**src/rtl/cdc_pkg.sv**
```systemverilog
// Shared definitions for the CDC handshake sender and the future receive-side block.
package cdc_pkg;

  localparam logic [1:0] HS_IDLE   = 2'd0;
  localparam logic [1:0] HS_REQ_HI = 2'd1;
  localparam logic [1:0] HS_REQ_LO = 2'd2;

  localparam int unsigned CDC_DATA_WIDTH = 8;
  localparam int unsigned CDC_CNT_WIDTH  = 16;

  typedef enum logic [1:0] {
    StIdle  = HS_IDLE,
    StReqHi = HS_REQ_HI,
    StReqLo = HS_REQ_LO
  } hs_state_e;

endpackage

```
**src/rtl/cdc_hs_tx_if.sv**
```systemverilog
// Producer valid/ready side plus req/ack/data toward the synchronizer.
// master is the sender's view; slave is the producer/synchronizer view.
interface cdc_hs_tx_if
  import cdc_pkg::*;
#(
  parameter int unsigned DATA_WIDTH = CDC_DATA_WIDTH
);
  logic [DATA_WIDTH-1:0] s_data;
  logic                  s_valid;
  logic                  s_ready;
  logic [DATA_WIDTH-1:0] hs_data;
  logic                  hs_req;
  logic                  hs_ack;

  modport master (
    input  s_data,
    input  s_valid,
    input  hs_ack,
    output s_ready,
    output hs_data,
    output hs_req
  );

  modport slave (
    output s_data,
    output s_valid,
    output hs_ack,
    input  s_ready,
    input  hs_data,
    input  hs_req
  );
endinterface

```
**src/rtl/cdc_hs_timer.sv**
```systemverilog
// Ack-wait watchdog: restartable saturating counter with a sticky error flag.
module cdc_hs_timer
  import cdc_pkg::*;
#(
  parameter int unsigned TIMEOUT_CYCLES = 1024
) (
  input  logic clk,
  input  logic rst_n,
  input  logic i_load,
  input  logic i_inc,
  input  logic i_clr,
  output logic o_err
);
  localparam int unsigned CntWidth = $clog2(TIMEOUT_CYCLES + 1);

  logic [CntWidth-1:0] r_cnt;
  logic                r_err;
  logic                w_fire;

  // Counter parks one above the trip value so the flag fires once per wait phase.
  assign w_fire = i_inc && (r_cnt == CntWidth'(TIMEOUT_CYCLES - 1));

  always_ff @(posedge clk) begin
    if (!rst_n) begin
      r_cnt <= '0;
      r_err <= 1'b0;
    end else begin
      if (i_load) begin
        r_cnt <= '0;
      end else if (i_inc && (r_cnt != CntWidth'(TIMEOUT_CYCLES))) begin
        r_cnt <= r_cnt + 1'b1;
      end
      if (w_fire) begin
        r_err <= 1'b1;
      end else if (i_clr) begin
        r_err <= 1'b0;
      end
    end
  end

  assign o_err = r_err;
endmodule

```
**src/rtl/cdc_hs_tx.sv**
```systemverilog
// Source-side 4-phase req/ack sender with a one-entry pending register.
// Optional ack watchdog enabled by CDC_HS_TX_TIMEOUT_EN.
module cdc_hs_tx
  import cdc_pkg::*;
#(
  parameter int unsigned DATA_WIDTH     = CDC_DATA_WIDTH,
  parameter int unsigned CNT_WIDTH      = CDC_CNT_WIDTH,
  parameter int unsigned TIMEOUT_CYCLES = 1024
) (
  input  logic                 clk,
  input  logic                 rst_n,
  cdc_hs_tx_if.master          bus,
  output logic                 busy,
  output logic [CNT_WIDTH-1:0] xfer_cnt,
  input  logic                 err_clr,
  output logic                 timeout_err
);
  hs_state_e             r_state, w_state_d;
  logic                  r_pend_valid, w_pend_valid_d;
  logic [DATA_WIDTH-1:0] r_pend, w_pend_d;
  logic [DATA_WIDTH-1:0] r_hs_data, w_hs_data_d;
  logic                  r_hs_req, w_hs_req_d;
  logic [CNT_WIDTH-1:0]  r_xfer_cnt, w_xfer_cnt_d;
  logic                  w_s_ready;
  logic                  w_accept;
  logic                  w_wait_load;
  logic                  w_wait_inc;

  assign w_s_ready = !r_pend_valid || (r_state == StIdle);
  assign w_accept  = bus.s_valid && w_s_ready;

  always_comb begin
    w_state_d      = r_state;
    w_pend_valid_d = r_pend_valid;
    w_pend_d       = r_pend;
    w_hs_data_d    = r_hs_data;
    w_hs_req_d     = r_hs_req;
    w_xfer_cnt_d   = r_xfer_cnt;
    w_wait_load    = 1'b0;
    w_wait_inc     = 1'b0;

    unique case (r_state)
      StIdle: begin
        // A stale ack from the previous transfer must clear before a new req.
        if (r_pend_valid && !bus.hs_ack) begin
          w_hs_data_d    = r_pend;
          w_hs_req_d     = 1'b1;
          w_pend_valid_d = 1'b0;
          w_wait_load    = 1'b1;
          w_state_d      = StReqHi;
        end
      end
      StReqHi: begin
        if (bus.hs_ack) begin
          w_hs_req_d   = 1'b0;
          w_xfer_cnt_d = r_xfer_cnt + 1'b1;
          w_wait_load  = 1'b1;
          w_state_d    = StReqLo;
        end else begin
          w_wait_inc = 1'b1;
        end
      end
      StReqLo: begin
        if (!bus.hs_ack) begin
          w_state_d = StIdle;
        end else begin
          w_wait_inc = 1'b1;
        end
      end
      default: w_state_d = StIdle;
    endcase

    // Accept overrides the drain so a same-edge refill keeps the entry valid.
    if (w_accept) begin
      w_pend_d       = bus.s_data;
      w_pend_valid_d = 1'b1;
    end
  end

  always_ff @(posedge clk) begin
    if (!rst_n) begin
      r_state      <= StIdle;
      r_pend_valid <= 1'b0;
      r_pend       <= '0;
      r_hs_data    <= '0;
      r_hs_req     <= 1'b0;
      r_xfer_cnt   <= '0;
    end else begin
      r_state      <= w_state_d;
      r_pend_valid <= w_pend_valid_d;
      r_pend       <= w_pend_d;
      r_hs_data    <= w_hs_data_d;
      r_hs_req     <= w_hs_req_d;
      r_xfer_cnt   <= w_xfer_cnt_d;
    end
  end

  assign bus.s_ready = w_s_ready;
  assign bus.hs_data = r_hs_data;
  assign bus.hs_req  = r_hs_req;
  assign busy        = (r_state != StIdle) || r_pend_valid;
  assign xfer_cnt    = r_xfer_cnt;

`ifdef CDC_HS_TX_TIMEOUT_EN
  cdc_hs_timer #(
    .TIMEOUT_CYCLES(TIMEOUT_CYCLES)
  ) u_timer (
    .clk   (clk),
    .rst_n (rst_n),
    .i_load(w_wait_load),
    .i_inc (w_wait_inc),
    .i_clr (err_clr),
    .o_err (timeout_err)
  );
`else
  logic w_unused_timer;
  assign w_unused_timer = ^{err_clr, w_wait_load, w_wait_inc, TIMEOUT_CYCLES[0]};
  assign timeout_err    = 1'b0;
`endif
endmodule

```
**src/flat_wrapper.sv**
```systemverilog
// flat-port wrapper written by rule: the top's interface ports become plain ports
module cdc_hs_tx_flat import cdc_pkg::*;
#(
  parameter int unsigned DATA_WIDTH     = CDC_DATA_WIDTH,
  parameter int unsigned CNT_WIDTH      = CDC_CNT_WIDTH,
  parameter int unsigned TIMEOUT_CYCLES = 1024
)
  (clk, rst_n, busy, xfer_cnt, err_clr, timeout_err, bus_s_data, bus_s_valid, bus_hs_ack, bus_s_ready, bus_hs_data, bus_hs_req);
  cdc_hs_tx_if #(.DATA_WIDTH(DATA_WIDTH)) bus_i ();
  input  logic clk;
  input  logic rst_n;
  output logic busy;
  output logic [CNT_WIDTH-1:0] xfer_cnt;
  input  logic err_clr;
  output logic timeout_err;
  input wire logic [$bits(bus_i.s_data)-1:0] bus_s_data;
  input wire logic [$bits(bus_i.s_valid)-1:0] bus_s_valid;
  input wire logic [$bits(bus_i.hs_ack)-1:0] bus_hs_ack;
  output wire logic [$bits(bus_i.s_ready)-1:0] bus_s_ready;
  output wire logic [$bits(bus_i.hs_data)-1:0] bus_hs_data;
  output wire logic [$bits(bus_i.hs_req)-1:0] bus_hs_req;
  assign bus_i.s_data = bus_s_data;
  assign bus_i.s_valid = bus_s_valid;
  assign bus_i.hs_ack = bus_hs_ack;
  assign bus_s_ready = bus_i.s_ready;
  assign bus_hs_data = bus_i.hs_data;
  assign bus_hs_req = bus_i.hs_req;
  cdc_hs_tx #(.DATA_WIDTH(DATA_WIDTH), .CNT_WIDTH(CNT_WIDTH), .TIMEOUT_CYCLES(TIMEOUT_CYCLES)) u_core (.clk(clk), .rst_n(rst_n), .bus(bus_i), .busy(busy), .xfer_cnt(xfer_cnt), .err_clr(err_clr), .timeout_err(timeout_err));
endmodule
```
**config.mk**
```make
export PLATFORM = sky130hd
export DESIGN_NAME = cdc_hs_tx_flat
export DESIGN_NICKNAME = d
export VERILOG_FILES = /design/src/rtl/cdc_pkg.sv /design/src/rtl/cdc_hs_tx_if.sv /design/src/rtl/cdc_hs_timer.sv /design/src/rtl/cdc_hs_tx.sv /design/src/flat_wrapper.sv
export SDC_FILE = /design/constraint.sdc
export NUM_CORES = 1
export LEC_CHECK = 0
export CAP_MARGIN = 40
export CORE_UTILIZATION = 50
export DETAILED_ROUTE_END_ITERATION = 16
export GPL_ROUTABILITY_DRIVEN = 0
export PLACE_DENSITY = 0.83
export SYNTH_ARGS = -nofsm -noshare
export SYNTH_HDL_FRONTEND = slang
export SYNTH_HIERARCHICAL = 1
export SYNTH_SLANG_ARGS = --single-unit
export TNS_END_PERCENT = 10
```
**constraint.sdc**
```tcl
create_clock -name clk -period 4.2 [get_ports clk]
set_input_delay 0.84 -clock clk [delete_from_list [all_inputs] [get_ports clk]]
set_output_delay 0.84 -clock clk [all_outputs]
set_load 0.02 [all_outputs]
```
==> summary.txt, run 1 <==
Global routing
  – Initial antenna violation count: 0
  – GRT Overall Usage: 20.9%
  – First-pass GRT wire length: 5220 um
  – Overflow after GRT: 0
  – Vias in the first global route: 1,225
  – Largest net degree at the start of global routing: 35

Cells and area
  – Number of diodes: 0
  – # fillers: 218
  – Multi-input logic area: 704 um^2
  – Nets: 227
  – Area grow syn2layout: 30.2%
  – Register area: 721 um^2
  – Post-route cell area: 1940 um^2
  – Layout cells sized above 1: 8.41%

Yosys
  – Area leader, netlist: dfxtp_1
  – Largest cells by area after synthesis: dfxtp_1, a21oi_1, nand2_1
  – Mapped Cells: 176
  – Post-synth top area share: 48.3%
  – Yosys reg bits: 36
  – Post-synthesis cell type count: 33
  – Main synth FF type: dfxtp_1
  – Post-synth EDFFs: 0
  – Syn avg cell area: 8.48 um^2
  – Sequential fraction of the synthesis area: 48.3%
  – Mapped cell area: 1490 um^2
  – Post-Syn Nets: 190
  – Synth warn: 6
  – Asr flop ratio synth: 0%

Timing
  – Worst Clk Skew: 0.00975 ns
  – Tmin final: 2.64 ns
  – Final period util: 62.9%
  – Slew Viols, Final: 0
  – Max Freq: 379 MHz
  – Setup TNS: 0 ns
  – Final setup fails: 0
  – Worst-margin pin slew: 0.683 ns
  – Worst relative slew slack: 54.3%
  – Unrepaired setup endpoints after global routing: false
  – Fin. Hold Viols: 0

Floorplanning
  – Chip Width: 56.6 um
  – Io pins: 41
  – # rows: 19
  – Area of the die: 3210 um^2
  – Die Y: 56.6 um
  – Initial core utilization: 53.7%
  – Core area: 2780 um^2

Clock network
  – Root Driver: clkbuf_4
  – Hold_buf cts: 0
  – CTS Sinks: 36
  – Setup bufs post-CTS: 0
  – Clock buffer depth: 2
  – Clk pin slew, worst setup/hold paths: 0.11 ns
  – Num CTS Buffers: 5
  – Post-CTS sizing: 0
  – CTS tree: built
  – Worst-Skew Late Latency: 0.33 ns
  – H-Tree Depth: 2

Route
  – DRC Markers: 0
  – Vias/cell: 5.64
  – Post-detailed-route wirelength per cell: 12.9 um
  – First DRT Iteration DRCs: 50
  – Drt first pass iters: 5
  – Total number of vias: 1,382
  – WL final: 3150 um
  – Number of routed nets with antenna violations: 0

Job
  – Max_cap viols: 0

Power and ir drop
  – Sw Ratio: 23.2%
  – Leakage: 0.663 nW
  – Internal power: 0.000500 W
  – Max VDD drop: 0.000382 V
  – Switching power: 0.000151 W
  – Sequential Power Share: 54.9%
  – Clock network power share: 36.8%
  – Pwr/cell area: 335 nW/um^2
  – Power share of the combinational group: 8.3%

Place
  – # port buffers: 38
  – Placement Cell Area: 1860 um^2
  – Dpl hpwl: 2240 um

Setup path
  – Crit path DAT: 1.80 ns
  – Critical path class: flip-flop to output port
  – CP Max Fanout: 10
  – Crit path required time: 3.36 ns
  – Nature of the critical path endpoint: output port
  – Setup crit start kind: flip-flop

Worst hold path
  – Worst hold-check path type: flip-flop to flip-flop

Outcome
  – Run status: complete, no violations
## path summary, 6_finish.rpt
kind                          start                    end  cells after the start  slack (ns)
hold reg to reg    u_core/r_pend[3]  u_core/bus.hs_data[3]                      2        0.46
hold / removal     u_core/r_pend[3]  u_core/bus.hs_data[3]                      2        0.46
setup / recovery  u_core/r_state[0]                   busy                      2        1.56
setup reg to reg  u_core/r_state[0]    u_core/xfer_cnt[15]                      4        2.47
## logic make-up after synthesis
family,after synthesis,synth area share (%)
adders and majority gates,1,0.838
AOI/OAI and AO/OA,38,13.3
other,1,0.251
xor gates and xnor gates,8,4.69
and+or+nand+nor,80,28.1
buffers and inverters,12,4.53
DFF,36,48.3
## power by group through the flow
stage | Clock [W] | Combinational [W] | Sequential (W)
6_report | 0.000239 | 0.0000540 | 0.000357
5_1_grt | 0.000260 | 0.0000596 | 0.000359
4_1_cts | 0.000244 | 0.0000543 | 0.000357
3_5_place_dp | 0 | 0.0000541 | 0.000365
2_1_floorplan | 0 | 0.0000309 | 0.000365
3_3_place_gp | 0 | 0.0000526 | 0.000364
## per-layer routing
layer  part of all wire [%]  vias up  track usage, %
li1                       -      678               -
met1                     43      671            24.9
met2                     53       31            35.5
met3                    3.6        2            5.53
met4                    1.0        0            8.71
met5                      0        -               0
## cell usage after synthesis (all sizes together), types with 2 or more instances
| cell type | instances |
|---|---|
| or3 | 7 |
| and3 | 2 |
| a21oi | 26 |
| buf | 5 |
| nand2 | 31 |
| o21ai | 10 |
| nor2 | 10 |
| nand3b | 2 |
| dfxtp | 36 |
| nand3 | 15 |
| nand4 | 4 |
| xnor2 | 3 |
| xor2 | 5 |
| inv | 2 |
| and2 | 2 |
| clkbuf | 4 |
## layout make-up
| type | instances | area share (%) |
|---|---|---|
| sequential | 36 | 37.1 |
| clock inverter | 3 | 2.19 |
| timing repair buffer | 39 | 20.0 |
| multi-input combinational | 128 | 36.3 |
| inverter | 3 | 0.580 |
| tap | 31 | 2.00 |
| clock buffer | 5 | 1.93 |
## metrics by stage
step                cells  utilization (%)  hold slack, ns  worst slack [ns]  power (W)
global route          245             69.9           0.485              1.46   0.000678
detailed placement    237             67.0           0.445              1.59   0.000419
global placement      237             67.0           0.436              1.63   0.000417
floorplan             176                -           0.432              2.36   0.000396
CTS                   245             69.9           0.461              1.54   0.000656
finish                245             69.9           0.461              1.56   0.000651
## cell usage in the layout, fill, tap and decap left out, types with 2 or more instances in the layout
master	synthesis	final
and3_2	2	2
xor2_1	5	5
nand4_1	4	4
a21oi_1	26	26
clkbuf_4	0	5
dfxtp_1	36	36
nand3b_1	2	2
or3_2	3	3
and2_1	2	2
inv_1	2	2
nand2_1	31	31
o21ai_0	9	9
clkdlybuf4s50_1	0	38
nor2_1	10	10
xnor2_1	3	3
or3_1	4	4
nand3_1	14	14
## sequential cells by signal, indices dropped and copies added, names as in the netlist
| register | flops |
|---|---|
| u_core/xfer_cnt | 16 |
| u_core/r_state | 2 |
| u_core/r_pend_valid | 1 |
| u_core/bus.hs_req | 1 |
| u_core/r_pend | 8 |
| u_core/bus.hs_data | 8 |
## critical path, cell delays in order, from the launching register on
cell and delay [ns]:
dfxtp_1 0.42, or3_2 0.51, clkdlybuf4s50_1 0.55
Power figures use the tool's default switching activity.
==> inputs of run 2 (changes only) <==
- CORE_UTILIZATION: 50 -> 47
- PLACE_DENSITY: 0.83 -> 0.78
- clock period: 4.2 -> 2.75 ns (I/O delays scaled with it)
==> run 2 against run 1 <==
Effect of this change: routed wire length decreased by 4.3%; worst hold slack gained 0.0039 ns; clock skew increased by 0.0023 ns; first-iteration DRC count shrank 24%; highest routed layer unchanged; largest power group unchanged.
==> summary.txt, run 2 (synthesized netlist as in run 1, its figures left out) <==
Outcome
  – Run status: complete, no violations

Cells and area
  – Max FFs per register: 16 (unchanged)
  – Area grow syn2layout: 29.7%
  – Layout cells sized above 1: 8.41% (unchanged)
  – Most common cell after layout, fill and taps aside: clkdlybuf4s50_1
  – Most frequent cells in the layout: clkdlybuf4s50_1, dfxtp_1, nand2_1
  – Layout Cells excl Fill: 258 (+5.3%)
  – Number of diodes: 0 (unchanged)
  – End-of-flow core utilization: 63.9% (-5.9 points)
  – Nets: 227 (unchanged)

Setup path
  – CP startpoint: u_core/r_state[0]
  – Crit path DAT: 1.84 ns (+0.04 ns)
  – Critical path class: flip-flop to output port
  – CP Max Fanout: 10 (unchanged)
  – Setup crit start kind: flip-flop
  – Crit path max-delay cell type: clkdlybuf4s50_1
  – Crit path required time: 2.20 ns (-1.16 ns)
  – Crit-path max cell delay: 0.68 ns (+0.13 ns)
  – CP Cell Sequence: o21ai_2 > clkdlybuf4s50_1
  – FF-to-FF Start: u_core/r_state[0]
  – Nature of the critical path endpoint: output port

Route
  – DRC Markers: 0 (unchanged)
  – Vias/cell: 5.19 (-8.0%)
  – Total number of vias: 1,339 (-3.1%)
  – WL final: 3020 um (-4.3%)
  – Drt first pass iters: 4 (-1)
  – Post-detailed-route wirelength per cell: 11.7 um (-9.2%)
  – First DRT Iteration DRCs: 38 (-24%)
  – Number of routed nets with antenna violations: 0 (unchanged)

Global routing
  – GRT Overall Usage: 19.4% (-1.5 points)
  – Largest net degree at the start of global routing: 35 (unchanged)
  – Vias in the first global route: 1,177 (-3.9%)
  – Overflow after GRT: 0 (unchanged)
  – Initial antenna violation count: 0 (unchanged)
  – First-pass GRT wire length: 4950 um (-5.3%)

Timing
  – Hold Slack: 0.465 ns (+0.00388 ns)
  – Tmin final: 2.39 ns
  – Setup TNS: 0 ns (unchanged)
  – Worst relative slew slack: 49.1% (-5.3 points)
  – Slew Viols, Final: 0 (unchanged)
  – Max Freq: 419 MHz
  – Final setup fails: 0 (unchanged)
  – Worst-margin pin slew: 0.762 ns (+0.0786 ns)
  – Unrepaired setup endpoints after global routing: false
  – Worst Clk Skew: 0.0120 ns (+0.00226 ns)
  – Fin. Hold Viols: 0 (unchanged)
  – Final period util: 86.9%

Place
  – Dpl hpwl: 2170 um (-2.9%)
  – Placed instance count: 250 (+5.5%)
  – # port buffers: 38 (unchanged)

Job
  – Max_cap viols: 0 (unchanged)

Worst hold path
  – Worst Hold Launch: u_core/r_pend[2]
  – Worst hold-check path type: flip-flop to flip-flop

Clock network
  – Root Driver: clkbuf_4
  – Post-CTS sizing: 0 (unchanged)
  – Worst-Skew Late Latency: 0.35 ns (+0.02 ns)
  – Num CTS Buffers: 5 (unchanged)
  – Clk pin slew, worst setup/hold paths: 0.11 ns (about the same)
  – H-Tree Depth: 2 (unchanged)
  – CTS Sinks: 36 (unchanged)
  – Hold_buf cts: 0 (unchanged)
  – CTS tree: built
  – Clock buffer depth: 2 (unchanged)
  – Setup bufs post-CTS: 0 (unchanged)

Floorplanning
  – Die Y: 58.4 um (+3.0%)
  – Core area: 3030 um^2 (+8.9%)
  – # rows: 20 (+1)
  – Chip Width: 58.4 um (+3.0%)
  – Io pins: 41 (unchanged)
  – Area of the die: 3410 um^2 (+6.1%)
  – Initial core utilization: 49.3% (-4.4 points)

Power and ir drop
  – Pwr/cell area: 468 nW/um^2 (+40%)
  – Leakage: 0.656 nW (-0.94%)
  – Max VDD drop: 0.000241 V (-37%)
run 2: changes by cell type in the layout (fill, tap and decap cells not counted):
cell,delta
clkinv_2,+1
clkinvlp_4,-1
clkinv_4,+1
bufinv_16,-1
run 2: final timing paths:
| kind | end | slack [ns] | cells past startpoint |
|---|---|---|---|
| worst max-delay path | bus_s_ready | 0.36 | 2 |
| worst min-delay path | u_core/r_pend[2] | 0.47 | 2 |
| worst max register to register | u_core/xfer_cnt[15] | 1.01 | 4 |
| worst min register to register | u_core/r_pend[2] | 0.47 | 2 |
run 2: critical path: cells and delay by family (launching register included):
kind	cells	cell delay, ns
AOI/OAI and AO/OA	1	0.40
DFF	1	0.42
buffers and inverters	1	0.68
run 2: routing by layer:
layer	part of all wire, %	global-route usage, %	up-vias
met5	0	0	-
met4	1.1	9.18	0
met3	4.6	6.81	5
met2	50	31.2	28
met1	44	23.4	627
li1	-	-	679
run 2: layout make-up:
| cell class | instances | area (um^2) |
|---|---|---|
| Clock buffer | 5 | 37.5 |
| Clock inverter | 3 | 18.8 |
| Fill cell | 279 | 1090 |
| Inverter | 3 | 11.3 |
| Multi-Input combinational cell | 128 | 704 |
| Sequential cell | 36 | 721 |
| Tap cell | 44 | 55.1 |
| Timing Repair Buffer | 39 | 388 |
run 2: report_power, final:
part | internal, W | total, W | leakage (nW) | switching [W]
Clock | 0.0000980 | 0.000277 | 0.0349 | 0.000179
Sequential | 0.000534 | 0.000545 | 0.292 | 0.0000106
Combinational | 0.0000391 | 0.0000828 | 0.329 | 0.0000437
run 2: metrics by stage:
| stage | cell area, um^2 | power, W | setup WS, ns |
|---|---|---|---|
| floorplan | 1490 | 0.000604 | 1.14 |
| global placement | 1880 | 0.000637 | 0.455 |
| detailed placement | 1880 | 0.000640 | 0.421 |
| CTS | 1940 | 0.000916 | 0.349 |
| global route | 1940 | 0.000950 | 0.261 |
| finish | 1940 | 0.000905 | 0.361 |
==> inputs of run 3 (changes only) <==
- CORE_MARGIN: default -> 2
- PLACE_DENSITY: 0.78 -> 0.82
==> run 3 against run 2 <==
Effect of this change: sequential power barely moved; routed wire length rose by 5.4%; critical endpoint unchanged; sequential cell count did not move; first-iteration DRC count fell by 50%; design area rose by 1.2%; setup slack improved by 0.0038 ns; combinational power barely moved; register-to-register slack barely moved.
==> summary.txt, run 3 (synthesized netlist as in run 1, its figures left out) <==
Outcome
  – Run status: complete, no violations

Clock network
  – Hold_buf cts: 0 (unchanged)
  – Setup bufs post-CTS: 0 (unchanged)
  – Worst-Skew Late Latency: 0.34 ns (about the same)
  – CTS tree: built
  – Clk pin slew, worst setup/hold paths: 0.11 ns (about the same)
  – Root Driver: clkbuf_4
  – Clock buffer depth: 2 (unchanged)
  – CTS Sinks: 36 (unchanged)
  – H-Tree Depth: 2 (unchanged)
  – Post-CTS sizing: 0 (unchanged)
  – Num CTS Buffers: 5 (unchanged)

Timing
  – Tmin final: 2.38 ns (-0.00381 ns)
  – Setup TNS: 0 ns (unchanged)
  – Max Freq: 419 MHz (+0.16%)
  – Final setup fails: 0 (unchanged)
  – Fin. Hold Viols: 0 (unchanged)
  – Slew Viols, Final: 0 (unchanged)
  – Worst-margin pin slew: 0.757 ns (-0.00461 ns)
  – Final period util: 86.7% (-0.14 points)
  – Worst relative slew slack: 49.4% (+0.31 points)
  – Unrepaired setup endpoints after global routing: false
  – Worst Clk Skew: 0.0114 ns (-0.000615 ns)

Setup path
  – CP endpoint: bus_s_ready
  – Crit path DAT: 1.83 ns (about the same)
  – Setup crit start kind: flip-flop
  – Crit path required time: 2.20 ns (about the same)
  – R2R Path End: u_core/xfer_cnt[15]
  – CP Max Fanout: 10 (unchanged)
  – FF-to-FF setup slack: 1.00 ns (about the same)
  – Reg2Reg Depth: 4 (unchanged)
  – FF-to-FF Start: u_core/r_state[0]
  – Critical path class: flip-flop to output port
  – CP startpoint: u_core/r_state[0]
  – Nature of the critical path endpoint: output port

Route
  – Post-detailed-route wirelength per cell: 12.3 um (+5.4%)
  – First DRT Iteration DRCs: 19 (-50%)
  – DRC Markers: 0 (unchanged)
  – Drt first pass iters: 4 (unchanged)
  – Total number of vias: 1,350 (+0.82%)
  – Number of routed nets with antenna violations: 0 (unchanged)
  – Vias/cell: 5.23 (+0.82%)
  – WL final: 3180 um (+5.4%)

Floorplanning
  – Io pins: 41 (unchanged)
  – Area of the die: 3640 um^2 (+7.0%)
  – # rows: 20 (unchanged)
  – Initial core utilization: 49.3% (unchanged)
  – Chip Width: 60.4 um (+3.4%)
  – Core area: 3030 um^2 (unchanged)
  – Die Y: 60.4 um (+3.4%)

Power and ir drop
  – Max VDD drop: 0.000342 V (+42%)
  – Leakage: 0.663 nW (+0.95%)
  – Pwr/cell area: 509 nW/um^2 (+8.9%)

Cells and area
  – Post-route cell area: 1960 um^2 (+1.2%)
  – Area grow syn2layout: 31.3%
  – Layout Cells excl Fill: 258 (unchanged)
  – Number of diodes: 0 (unchanged)
  – # fillers: 264 (-5.4%)
  – Most common cell after layout, fill and taps aside: clkdlybuf4s50_1
  – Nets: 227 (unchanged)
  – Max FFs per register: 16 (unchanged)
  – Layout cells sized above 1: 8.41% (unchanged)
  – Most frequent cells in the layout: clkdlybuf4s50_1, dfxtp_1, nand2_1

Global routing
  – GRT Overall Usage: 19.6% (+0.17 points)
  – Overflow after GRT: 0 (unchanged)
  – Initial antenna violation count: 0 (unchanged)
  – Vias in the first global route: 1,267 (+7.6%)
  – M3 GR Usage: 6.82% (+0.0098 points)
  – Grt met2 use: 30.6% (-0.61 points)
  – Largest net degree at the start of global routing: 35 (unchanged)
  – Top Usage Layer GRT: met2
  – Met1 Use GR: 24.4% (+1.0 points)
  – First-pass GRT wire length: 5330 um (+7.7%)

Place
  – # port buffers: 38 (unchanged)
  – Dpl hpwl: 2300 um (+5.8%)
  – Placement Cell Area: 1880 um^2 (unchanged)
  – Placed instance count: 250 (unchanged)

Job
  – Max_cap viols: 0 (unchanged)

Worst hold path
  – Worst hold-check path type: flip-flop to flip-flop
## run 3: critical path, cell delays in order, from the launching register on
cell	delay (ns)
dfxtp_1	0.42
o21ai_2	0.39
clkdlybuf4s50_1	0.68
## run 3: how the worst min path moves through the flow
stage                     slack [ns]                     to                   from  cells past startpoint
after floorplan                 0.43  u_core/bus.hs_data[0]       u_core/r_pend[0]                      2
after global placement          0.44  u_core/bus.hs_data[6]       u_core/r_pend[6]                      2
final                           0.47  u_core/bus.hs_data[7]  u_core/bus.hs_data[7]                      2
after detailed placement        0.45       u_core/r_pend[6]       u_core/r_pend[6]                      2
after CTS                       0.46       u_core/r_pend[6]       u_core/r_pend[6]                      2
after global routing            0.49       u_core/r_pend[3]       u_core/r_pend[3]                      2
## run 3: per-layer routing
layer	wire length [um]	part of all wire (%)	vias to the layer above
li1	-	-	679
met1	1380	44	644
met2	1620	51	23
met3	127	4.0	4
met4	46	1.4	0
met5	0	0	-
## run 3: through the flow
| stage | util, % | total power [W] | setup slack, ns | hold slack [ns] |
|---|---|---|---|---|
| final | 64.7 | 0.000998 | 0.365 | 0.466 |
| after global routing | 64.7 | 0.00104 | 0.241 | 0.490 |
| after CTS | 64.7 | 0.00100 | 0.351 | 0.463 |
| after detailed placement | 62.1 | 0.000639 | 0.428 | 0.448 |
| after global placement | 62.1 | 0.000636 | 0.462 | 0.437 |
| after floorplan | - | 0.000604 | 1.14 | 0.432 |
## run 3: where the power goes
group / switching, W / total [W] / internal, W
logic: 0.0000437 / 0.0000828 / 0.0000391
clock network: 0.000180 / 0.000370 / 0.000190
registers: 0.0000107 / 0.000545 / 0.000535
## run 3: cell type report
class / count / area [um^2] / area share (%)
sequential: 36 / 721 / 36.8
multi-input combinational: 128 / 704 / 36.0
timing repair buffer: 39 / 388 / 19.8
tap: 44 / 55.1 / 2.81
clock inverter: 3 / 42.5 / 2.17
clock buffer: 5 / 37.5 / 1.92
inverter: 3 / 11.3 / 0.575
==> variant: new RTL, config.mk and constraints of run 2 <==
Take the reset off `r_hs_data` and load it in a clocked block of its own.
--- a/src/rtl/cdc_hs_tx.sv
+++ b/src/rtl/cdc_hs_tx.sv
@@ -82,17 +82,19 @@
       r_state      <= StIdle;
       r_pend_valid <= 1'b0;
       r_pend       <= '0;
-      r_hs_data    <= '0;
       r_hs_req     <= 1'b0;
       r_xfer_cnt   <= '0;
     end else begin
       r_state      <= w_state_d;
       r_pend_valid <= w_pend_valid_d;
       r_pend       <= w_pend_d;
-      r_hs_data    <= w_hs_data_d;
       r_hs_req     <= w_hs_req_d;
       r_xfer_cnt   <= w_xfer_cnt_d;
     end
+  end
+
+  always_ff @(posedge clk) begin
+    r_hs_data <= w_hs_data_d;
   end
 
   assign bus.s_ready = w_s_ready;
Formal check against the unedited RTL: differs if rst_n is asserted again (counterexample within 4 cycles, from zero or initial values and one cycle with rst_n low); with rst_n held inactive, the same outputs for 10 cycles.
==> variant against run 2 <==
  * Sequential cell count unchanged
  * Global-route usage increased by 2.1 points
  * Clock skew decreased by 6.1 ps
  * Fmax decreased by 0.60%
  * Core utilization increased by 0.37 points
  * Die area decreased by 0.74%
  * Cell area increased by 0.58%
  * Wire length increased by 4.7%
  * Synthesized area decreased by 0.75%
  * Power increased by 3.4%
  * Worst hold slack got worse by 21 ps
  * Setup slack got worse by 14 ps
  * Count of clock-buffer cells in the layout unchanged
==> variant: results (changes against run 2) <==
run_status:
  status: "complete, no violations"
sta:
  max_slew_margin_pct: 50.7  # +1.7 points
  finClkSkew_ps: 5.91  # -6.10 ps
  hold_ws_ps: 444  # -21.2 ps
drt:
  drt_wl_total_um: 3160  # +4.7%
  dr.pass1.iters: 4  # unchanged
  viasPerCell: 5.11  # -1.5%
  wl_per_cell_um: 13.5  # +15%
  drtAntennaViolNets: 0  # unchanged
  drt_iter0_drc: 28  # -26%
grt:
  grt_pass1_vias: 1143  # -2.9%
  grt_antenna_before_repair: 0  # unchanged
  grt.total_usage_pct: 21.5  # +2.1 points
  grt_first_pass_wirelength_um: 5230  # +5.7%
  grt_max_degree: 25  # -29%
worst_hold_path:
  min-delay-start: "u_core/r_pend[4]"
  whs_path_depth: 0  # -2
  min_to: "u_core/bus.hs_data[4]"
cts:
  cts_made_buffers: 5  # unchanged
  htree_levels: 2  # unchanged
placed_design:
  place_inst: 226  # -9.6%
  hpwl_um: 2230  # +2.7%
  placed_area_um2: 1890  # +0.60%
synth:
  yosys-top-cells-area: "dfxtp_1, edfxtp_1, nand3_1"
  synth_compound_area_share_pct: 8.87  # -4.5 points
  synth_cell_types: 35  # +6.1%
  synthTopCellsByCount: "dfxtp_1, nand3_1, a21oi_1, nand2_1, nor2_1"
  synthAdderAreaFrac_pct: 0.845  # +0.0064 points
  ys_seq_area_share_pct: 54.1  # +5.8 points
  syn_nets: 163  # -14%
  synth_xor_area_share_pct: 5.32  # +0.63 points
  synth_edf_count: 8  # +8
  avgSynthCellArea_um2: 9.94  # +17%
  synth_mux_area_share_pct: 2.03  # +2.0 points
  yosysWarnings: 6  # unchanged
layout:
  nets: 203  # -11%
  drive_gt1_share_pct: 7.37  # -1.0 points
  nFillCells: 268  # -3.9%
power:
  power_leakage_nw: 0.743  # +13%
  max-vdd-ir-drop_mv: 0.359  # +49%
setup_path:
  r2r_start: "u_core/xfer_cnt[3]"
  critPathMaxFanout: 10  # unchanged
  rrSetupSlack_ps: 1160  # +150 ps
  regToRegEndpoint: "u_core/xfer_cnt[12]"
[variant: layout make-up]
class / instances / share of cell area (%)
Clock inverter: 3 / 0.964
Tap cell: 44 / 2.83
Timing Repair Buffer: 39 / 19.9
Clock buffer: 5 / 1.93
Inverter: 4 / 0.771
Sequential cell: 36 / 41.1
Multi-Input combinational cell: 103 / 32.5
[variant: kinds of logic after synthesis]
group / count (synthesis)
flops: 36
other cells: 1
compound gates: 24
fa+ha+maj: 1
buf+inv: 10
simple gates: 65
mux: 3
xor+xnor: 9
[variant: worst max-delay path: stages (launching register included)]
cell             delay [ps]
dfxtp_1                 430
o21ai_2                 400
clkdlybuf4s50_1         680
[variant: report_power, final]
group          internal [mW]  switching [mW]  total [mW]
Combinational         0.0419          0.0442      0.0861
Clock                 0.0980           0.184       0.282
Sequential             0.557          0.0107       0.568
[variant: per-layer routing]
metal  part of all wire (%)  wire (µm)  vias to the layer above  global-route usage, %
met5                      0          0                        -                      0
li1                       -          -                      601                      -
met1                     43       1370                      548                   23.1
met2                     49       1540                       40                   36.6
met4                    2.4         76                        0                   12.2
met3                    5.5        173                        7                   7.59
[variant: worst max path at each step]
stage | start | to | slack (ps)
after floorplan | bus_hs_ack | u_core/bus.hs_data[0] | 800
after global placement | bus_hs_ack | u_core/xfer_cnt[10] | 570
after detailed placement | bus_hs_ack | u_core/xfer_cnt[9] | 540
after CTS | u_core/r_state[0] | bus_s_ready | 320
after global routing | u_core/r_state[0] | bus_s_ready | 220
final | u_core/r_state[0] | bus_s_ready | 350
[variant: through the flow]
stage          util, %  worst slack [ps]
2_1_floorplan        -               798
3_3_place_gp      62.4               574
3_5_place_dp      62.4               537
4_1_cts           64.3               324
5_1_grt           64.3               224
6_report          64.3               347
